File: src/rtl/osc_pkg.sv
// ---------------------------------------------------------------------------
// osc_pkg
// Shared definitions for the gated ring-oscillator measurement controller.
//   osc_state_e            : controller state encoding
//   SETTLE_CYCLES_DEFAULT  : default number of clk cycles the oscillator is
//                            enabled before edges are counted
// ---------------------------------------------------------------------------
package osc_pkg;

  typedef enum logic [1:0] {
    ST_IDLE    = 2'd0,
    ST_SETTLE  = 2'd1,
    ST_MEASURE = 2'd2,
    ST_DONE    = 2'd3
  } osc_state_e;

  localparam int unsigned SETTLE_CYCLES_DEFAULT = 4;

endpackage : osc_pkg

File: src/rtl/osc_edge_sync.sv
// ---------------------------------------------------------------------------
// osc_edge_sync
// Brings the free-running oscillator output into the clk domain with a
// two-flop synchronizer, then flags a rising edge by comparing the
// synchronized value with its registered previous value.
// Ports:
//   clk     : system clock, rising edge
//   rst_n   : asynchronous active-low reset
//   async_i : raw oscillator output (asynchronous to clk)
//   sync_o  : synchronized oscillator level
//   rise_o  : one-cycle pulse on each synchronized rising edge
// ---------------------------------------------------------------------------
module osc_edge_sync (
  input  logic clk,
  input  logic rst_n,
  input  logic async_i,
  output logic sync_o,
  output logic rise_o
);

  logic sync1_q;
  logic sync2_q;
  logic prev_q;

  // sync1_q may go metastable; only sync2_q is consumed downstream.
  always_ff @(posedge clk or negedge rst_n) begin
    if (!rst_n) begin
      sync1_q <= 1'b0;
      sync2_q <= 1'b0;
      prev_q  <= 1'b0;
    end else begin
      sync1_q <= async_i;
      sync2_q <= sync1_q;
      prev_q  <= sync2_q;
    end
  end

  assign sync_o = sync2_q;
  assign rise_o = sync2_q & ~prev_q;

endmodule : osc_edge_sync

File: src/rtl/osc_measure_ctrl.sv
// ---------------------------------------------------------------------------
// osc_measure_ctrl
// Sequences a gated ring oscillator: enables it, waits SETTLE_CYCLES clk
// cycles, counts its rising edges over a programmable window of clk cycles,
// then reports the (saturating) count with a one-cycle done pulse.
// Ports:
//   clk      : system clock, rising edge
//   rst_n    : asynchronous active-low reset
//   start    : measurement request, only honoured while idle
//   window   : window length in clk cycles, captured on an accepted start
//   osc_in   : raw oscillator output, asynchronous to clk
//   osc_en   : oscillator enable (high during settle and measure)
//   busy     : high from accepted start through the done cycle
//   done     : one-cycle pulse, count/overflow valid
//   count    : rising edges seen in the last window, held until next start
//   overflow : count saturated during the last window, held with count
// ---------------------------------------------------------------------------
module osc_measure_ctrl
  import osc_pkg::*;
#(
  parameter int CNT_W         = 16,
  parameter int WIN_W         = 16,
  parameter int SETTLE_CYCLES = SETTLE_CYCLES_DEFAULT
) (
  input  logic             clk,
  input  logic             rst_n,
  input  logic             start,
  input  logic [WIN_W-1:0] window,
  input  logic             osc_in,
  output logic             osc_en,
  output logic             busy,
  output logic             done,
  output logic [CNT_W-1:0] count,
  output logic             overflow
);

  // Settle counter holds SETTLE_CYCLES-1 down to 0, so it never needs to
  // represent SETTLE_CYCLES itself.
  localparam int SET_W = (SETTLE_CYCLES > 1) ? $clog2(SETTLE_CYCLES) : 1;
  localparam logic [SET_W-1:0] SETTLE_LAST = SET_W'(SETTLE_CYCLES - 1);
  localparam logic [CNT_W-1:0] CNT_MAX     = {CNT_W{1'b1}};

  osc_state_e       state_q,  state_d;
  logic [SET_W-1:0] settle_q, settle_d;
  logic [WIN_W-1:0] win_q,    win_d;
  logic [CNT_W-1:0] count_q,  count_d;
  logic             ovf_q,    ovf_d;

  logic osc_sync;
  logic osc_rise;

  osc_edge_sync u_edge_sync (
    .clk     (clk),
    .rst_n   (rst_n),
    .async_i (osc_in),
    .sync_o  (osc_sync),
    .rise_o  (osc_rise)
  );

  // State register.
  always_ff @(posedge clk or negedge rst_n) begin
    if (!rst_n) begin
      state_q <= ST_IDLE;
    end else begin
      state_q <= state_d;
    end
  end

  // Next-state logic. The window counter is loaded with the full window and
  // the last measure cycle is the one where it reads 1, so a zero window
  // skips MEASURE entirely.
  always_comb begin
    state_d = state_q;
    unique case (state_q)
      ST_IDLE: begin
        if (start) begin
          state_d = ST_SETTLE;
        end
      end
      ST_SETTLE: begin
        if (settle_q == '0) begin
          state_d = (win_q == '0) ? ST_DONE : ST_MEASURE;
        end
      end
      ST_MEASURE: begin
        if (win_q <= WIN_W'(1)) begin
          state_d = ST_DONE;
        end
      end
      ST_DONE: begin
        state_d = ST_IDLE;
      end
      default: begin
        state_d = ST_IDLE;
      end
    endcase
  end

  // Output decode, purely from state so a reset drops the outputs at once.
  always_comb begin
    osc_en = 1'b0;
    busy   = 1'b0;
    done   = 1'b0;
    unique case (state_q)
      ST_IDLE: begin
        osc_en = 1'b0;
        busy   = 1'b0;
      end
      ST_SETTLE, ST_MEASURE: begin
        osc_en = 1'b1;
        busy   = 1'b1;
      end
      ST_DONE: begin
        busy = 1'b1;
        done = 1'b1;
      end
      default: begin
        osc_en = 1'b0;
      end
    endcase
  end

  // Counter next values. Overflow is flagged when an edge arrives while the
  // count is already at its maximum, i.e. when an edge was actually lost.
  always_comb begin
    settle_d = settle_q;
    win_d    = win_q;
    count_d  = count_q;
    ovf_d    = ovf_q;
    unique case (state_q)
      ST_IDLE: begin
        if (start) begin
          settle_d = SETTLE_LAST;
          win_d    = window;
          count_d  = '0;
          ovf_d    = 1'b0;
        end
      end
      ST_SETTLE: begin
        if (settle_q != '0) begin
          settle_d = settle_q - SET_W'(1);
        end
      end
      ST_MEASURE: begin
        if (win_q != '0) begin
          win_d = win_q - WIN_W'(1);
        end
        if (osc_rise) begin
          if (count_q == CNT_MAX) begin
            ovf_d = 1'b1;
          end else begin
            count_d = count_q + CNT_W'(1);
          end
        end
      end
      default: begin
        settle_d = settle_q;
      end
    endcase
  end

  // Counter registers.
  always_ff @(posedge clk or negedge rst_n) begin
    if (!rst_n) begin
      settle_q <= '0;
      win_q    <= '0;
      count_q  <= '0;
      ovf_q    <= 1'b0;
    end else begin
      settle_q <= settle_d;
      win_q    <= win_d;
      count_q  <= count_d;
      ovf_q    <= ovf_d;
    end
  end

  assign count    = count_q;
  assign overflow = ovf_q;

endmodule : osc_measure_ctrl
File: config.mk
export PLATFORM = sky130hd
export DESIGN_NAME = osc_measure_ctrl
export DESIGN_NICKNAME = d
export VERILOG_FILES = /design/src/rtl/osc_pkg.sv /design/src/rtl/osc_edge_sync.sv /design/src/rtl/osc_measure_ctrl.sv
export SDC_FILE = /design/constraint.sdc
export NUM_CORES = 1
export LEC_CHECK = 0
export ABC_AREA = 1
export BUFFER_PORTS_ARGS = -buffer_cell sky130_fd_sc_hd__buf_2
export CAP_MARGIN = 20
export CORE_ASPECT_RATIO = 1.75
export CORE_UTILIZATION = 60
export CTS_CLUSTER_DIAMETER = 30
export DETAILED_ROUTE_END_ITERATION = 16
export PLACE_DENSITY = 0.92
export SYNTH_ARGS = -nofsm -noshare
export SYNTH_HDL_FRONTEND = slang
export SYNTH_SLANG_ARGS = --single-unit
File: constraint.sdc
create_clock -name clk -period 3.05 [get_ports clk]
set_input_delay 0.61 -clock clk [delete_from_list [all_inputs] [get_ports clk]]
set_output_delay 0.61 -clock clk [all_outputs]
set_load 0.05 [all_outputs]
* Word level (Yosys, flattened, before mapping)
Index checks and enable logic that the tools add are counted.
Word-level totals: register bits after elaboration 40, logic and storage cells 62, input bits 20, output and inout port bits 20, bits in latches 0, memories kept 0, memory bits (read-only) 0, bits in writable memories 0
Operators by class: shift-type cells 0, bitwise logic cells 2, reductions and logical operators 14, mux-type cells 22, order comparisons 1, $add $sub $neg 3, multipliers 0, divide/modulo/power cells 0, equal/unequal tests 12
Operator list (count):
- two-way mux 16 bit | 5
- one-hot mux 16 bit (2 select lines) | 2
- adder 16 x 1 -> 16 bit, second input constant | 1
- == test 16 bit, second input constant | 1
- less-or-equal comparator 16 x 1 -> 1 bit, second input constant | 1
- zero test 16 bit | 1
- != test 2 bit, second input constant | 8
- nonzero test 16 bit | 1
- subtractor 16 x 1 -> 16 bit, second input constant | 1
- two-way mux 2 bit | 5
- AND reduction 3 bit | 3
- one-hot mux 2 bit (4 select lines) | 1
- AND reduction 4 bit | 2
- two-way mux 1 bit | 6
- nonzero test 2 bit | 3
- == test 2 bit, second input constant | 2
- zero test 2 bit | 2
- one-hot mux 1 bit (2 select lines) | 2
- one-hot mux 2 bit (2 select lines) | 1
- OR reduction 3 bit | 1
- == test 2 x 1 -> 1 bit, second input constant | 1
- OR reduction 2 bit | 1
- subtractor 2 x 1 -> 2 bit, second input constant | 1
- AND 1 bit | 1
- inverter 1 bit | 1

* Logic depth before layout (Yosys ltp)
depth in word-level cells 4, depth in mapped cells 11, gate-level depth less buffers 11

* Cells and area by module
Synthesis repeated with hierarchy kept, for this count alone.
Second synthesis, totals: cell total of the unflattened synthesis 412, area total of the unflattened synthesis 2782.7 um^2
Modules (own cells, without submodules):
- osc_measure_ctrl | area an instance 2697.6 um^2, cells each 407, times used 1, sequential area each 925.9 um^2
- osc_edge_sync | area an instance 85.1 um^2, cells each 5, times used 1, sequential area each 75.1 um^2

* Worst setup path after synthesis
OpenSTA, ideal clock, no wires.
kind register to register, start point reg state_q[0], end point reg count_q[0], in the netlist count[0], stages on the path, launching flop included 12, arrival time 1.806 ns, path slack 1.105 ns, clock period less this slack 1.945 ns, library setup time 0.139 ns, path buffers 1, required time 2.911 ns, cell sequence dfrtp_1 inv_1 ha_1 inv_1 nor2_2 inv_1 nand2_1 nor2_4 nand2_4 buf_8 nand2_1 o21ai_2
Between the ends: word-level cells in the longest chain between the ends 3, elaborated cells between the ends (all ways) 8, classes of those cells eq/ne: 4; mux: 1; reduce/logical: 3
RTL lines:
- start: declaration | RTL line osc_measure_ctrl.sv:43 | osc_state_e state_q, state_d;
- start signal: assignment | RTL line osc_measure_ctrl.sv:65 | state_q <= state_d;
- == test 2 bit / zero test 2 bit (equally long branches) | RTL line osc_measure_ctrl.sv:130 | unique case (state_q)
- != test 2 bit (no source line) / nonzero test 2 bit (equally long branches)
- AND reduction 4 bit (no source line)
- end signal: assignment | RTL line osc_measure_ctrl.sv:172 | count_q <= count_d;
- end: declaration | RTL line osc_measure_ctrl.sv:46 | logic [CNT_W-1:0] count_q, count_d;
Several ways; a longest one is shown, not always the timed one. A chain may end at the register's enable or synchronous reset.

* Worst setup path in the final report
start point reg state_q[0], end point out busy
Between the ends: word-level cells in the longest chain between the ends 3, elaborated cells between the ends (all ways) 6, classes of those cells eq/ne: 3; mux: 1; reduce/logical: 2
RTL lines:
- == test 2 bit / == test 2 x 1 -> 1 bit (equally long branches) | RTL line osc_measure_ctrl.sv:104 | unique case (state_q)
- OR reduction 3 bit (no source line)
- one-hot mux 1 bit (2 select lines) (*) | RTL line osc_measure_ctrl.sv:104
- end: declaration | RTL line osc_measure_ctrl.sv:31 | output logic busy,
Mark *: on every way between the ends. The rest lies on a longest branch, timed or not.

==> key figures <==
Status
  – Status: finished, final reports clean

Pwr
  – Power density over the cells: 901 nW/µm²
  – Peak supply drop: 0.000660 V
  – Leakage power total: 0.00160 µW

STA
  – Final Hold Fails: 0
  – Clock skew: 0.00505 ns
  – Fmax: 491 MHz
  – Max-slew headroom: 0.396
  – Pins Over Slew Limit: 0
  – Setup TNS Final: 0 ns
  – Final worst setup slack: 1.01 ns
  – Final setup fails: 0
  – Setup repair after global routing missed its margin: false
  – Worst slew pin tran: 0.905 ns
  – Min Tclk post-route: 2.04 ns
  – Period utilisation layout: 0.668

Placed design
  – Routability cong.: 0.869
  – I/O Buffers: 39
  – Placed instance area: 3000 µm²
  – Placed Cells: 492
  – Placement Setup Slack: 1.15 ns
  – Detailed Place HPWL: 4690 µm

Critical path
  – Reg-to-reg critical path startpoint: state_q[0]
  – CP max stage delay: 0.42 ns
  – Crit path launch type: register
  – CP cell instances: inv_1, ha_1, inv_1, buf_2
  – Critical path's top delay family: buffers and inverters
  – Max FO, Critical Path: 5
  – R2R setup slack: 1.15 ns
  – Crit. Startpoint: state_q[0]
  – CP Data Required Time: 2.44 ns
  – Worst path slowest cell: dfrtp_1
  – Worst path bufs/invs: 3
  – WS Path Type: reg2out
  – CP arrival: 1.43 ns
  – FF-to-FF path depth: 11
  – Worst setup path endpoint: busy
  – Levels on crit path: 4
  – Worst r2r dst: win_q[8]
  – Most frequent CP cell: inv_1
  – Crit end category: output pin

Final layout
  – Filler cells: 389
  – Multi-input gate area: 1560 µm²
  – Sequential Area: 1000 µm²
  – Most frequent cells in the layout: nand2_1 (147), nor2_1 (50), inv_1 (40), dfrtp_1 (40), buf_2 (39)
  – Finished Layout Cells: 500
  – Layout area overhead: 10.7%
  – Fin nets: 478
  – Layout cells sized above 1: 0.169
  – # diodes: 0
  – Post-Layout Inst Area: 3090 µm²
  – Most common cell after layout, fill and taps aside: nand2_1

Synth
  – FF+latch count, synth: 40
  – Post-Syn Instances: 409
  – Dominant cells by area after synthesis: dfrtp_1 (36%), nand2_1 (20%), nor2_1 (6.7%)
  – Unique masters post-synth: 32
  – YS warnings: 0
  – Syn_area_per_cell: 6.83 µm²
  – Register area share after synthesis: 0.358
  – Area of the mapped netlist: 2790 µm²
  – Post-Syn Nets: 439
  – Post-synth top area share: 0.358
  – Leading area contributor after synthesis: dfrtp_1

Global routing
  – First-pass GRT wire length: 10,900 µm
  – Global Route Usage Sum: 0.300
  – GRT overflow: 0
  – Initial antenna violation count: 0
  – Largest net degree at the start of global routing: 41
  – Vias in the first global route: 2,680

Drt
  – Routed wire per std cell: 12.9 µm
  – Post-Route WL: 6440 µm
  – # DRC: 0
  – DRT iter0 DRCs: 57
  – Vias after detailed routing: 2,701
  – Routed vias/inst: 5.40
  – Drt first pass iters: 4
  – Detail Route Antenna Nets: 0

Clock network
  – H-tree Lvls: 2
  – Clock-pin slew on the worst setup and hold paths: 0.08 ns
  – Worst skew pair latency: 0.30 ns
  – Post-CTS Setup Bufs: 0
  – CTS max path bufs: 2
  – Hold_buf cts: 0
  – Root Buffer: clkbuf_8
  – CTS Buf Count: 5
  – Clock sinks: 40
  – Resized cells post-CTS: 0
  – CTS tree: done

Min path
  – Hold crit path type: reg2reg

Flow run
  – Max-cap violations: 0

Floorplanning
  – Placeable Area: 4440 µm²
  – Starting Density: 0.628
  – Row count: 32
  – Top Ports: 40
  – Die Wd: 53.6 µm
  – Die ar.: 4940 µm²
  – Die H: 92.3 µm
layer usage:
layer | GRT usage | share of wire
met4 | 0.202 | 0.054
met5 | 0 | 0
met2 | 0.536 | 0.53
met1 | 0.296 | 0.38
met3 | 0.0431 | 0.039
report_power, final:
part,internal [µW],total [µW],switching (µW)
logic,457,1550,1100
registers,684,856,172
clock network,181,375,194
total,1320,2780,1460
worst reg2reg max path: cells and delay by family, from the launching register on:
family	cells	cell delay, ns
and+or+nand+nor	6	0.82
buffers and inverters	4	0.40
DFF	1	0.43
adders and majority gates	1	0.15
layout make-up:
class,instances,share of cell area
clock buffers,6,0.0267
clock inverters,2,0.00324
inverters,41,0.0498
multi-input cells,318,0.505
flip-flops and latches,40,0.324
well taps,51,0.0206
repair buffers,42,0.0704
how the worst min path moves through the flow:
stage,end,depth (start not counted),start,slack (ns)
floorplan,count[0],0,rst_n,0.31
global placement,u_edge_sync.sync_o,0,u_edge_sync.sync1_q,0.34
detailed placement,u_edge_sync.sync_o,0,u_edge_sync.sync1_q,0.34
CTS,u_edge_sync.sync_o,0,u_edge_sync.sync1_q,0.36
global route,u_edge_sync.sync_o,0,u_edge_sync.sync1_q,0.36
finish,u_edge_sync.sync_o,0,u_edge_sync.sync1_q,0.36
cells in the mapped netlist:
cell,n
inv_2,1
o21ai_0,17
buf_2,1
clkbuf_1,4
inv_1,40
nand3_2,2
o21a_1,1
nand4_1,3
o21ai_2,5
buf_6,1
a21oi_1,4
nand3_1,37
a32oi_1,1
nor3_2,1
o21bai_1,2
nor3_1,1
xor2_1,10
nand2_2,2
a31oi_1,1
nor2_2,7
a21boi_0,1
buf_8,2
nor2_4,4
nand2_1,147
or2_2,3
o21ai_1,6
nor2_1,50
dfrtp_1,40
buf_4,2
nand2_4,1
ha_1,10
nand3b_1,2
flip-flops by register name, summed over array words and instances (netlist names):
name and count:
count 16, overflow 1, settle_q 2, state_q 2, u_edge_sync.prev_q 1, u_edge_sync.sync1_q 1, u_edge_sync.sync_o 1, win_q 16
stage by stage:
step	hold WS, ns	utilization	power (µW)
5_1_grt	0.360	0.695	3040
3_3_place_gp	0.335	0.675	2350
6_report	0.358	0.695	2780
3_5_place_dp	0.340	0.675	2410
4_1_cts	0.359	0.695	2790
2_1_floorplan	0.314	-	2140
cell families after synthesis:
kind of cell	after synthesis	share of synthesized area
xor gates and xnor gates	10	0.0314
AOI/OAI and AO/OA	38	0.0802
DFF	40	0.358
and+or+nand+nor	260	0.403
adders and majority gates	10	0.0448
buffers and inverters	51	0.0824
Note: power is estimated with default switching activity, not from simulation.
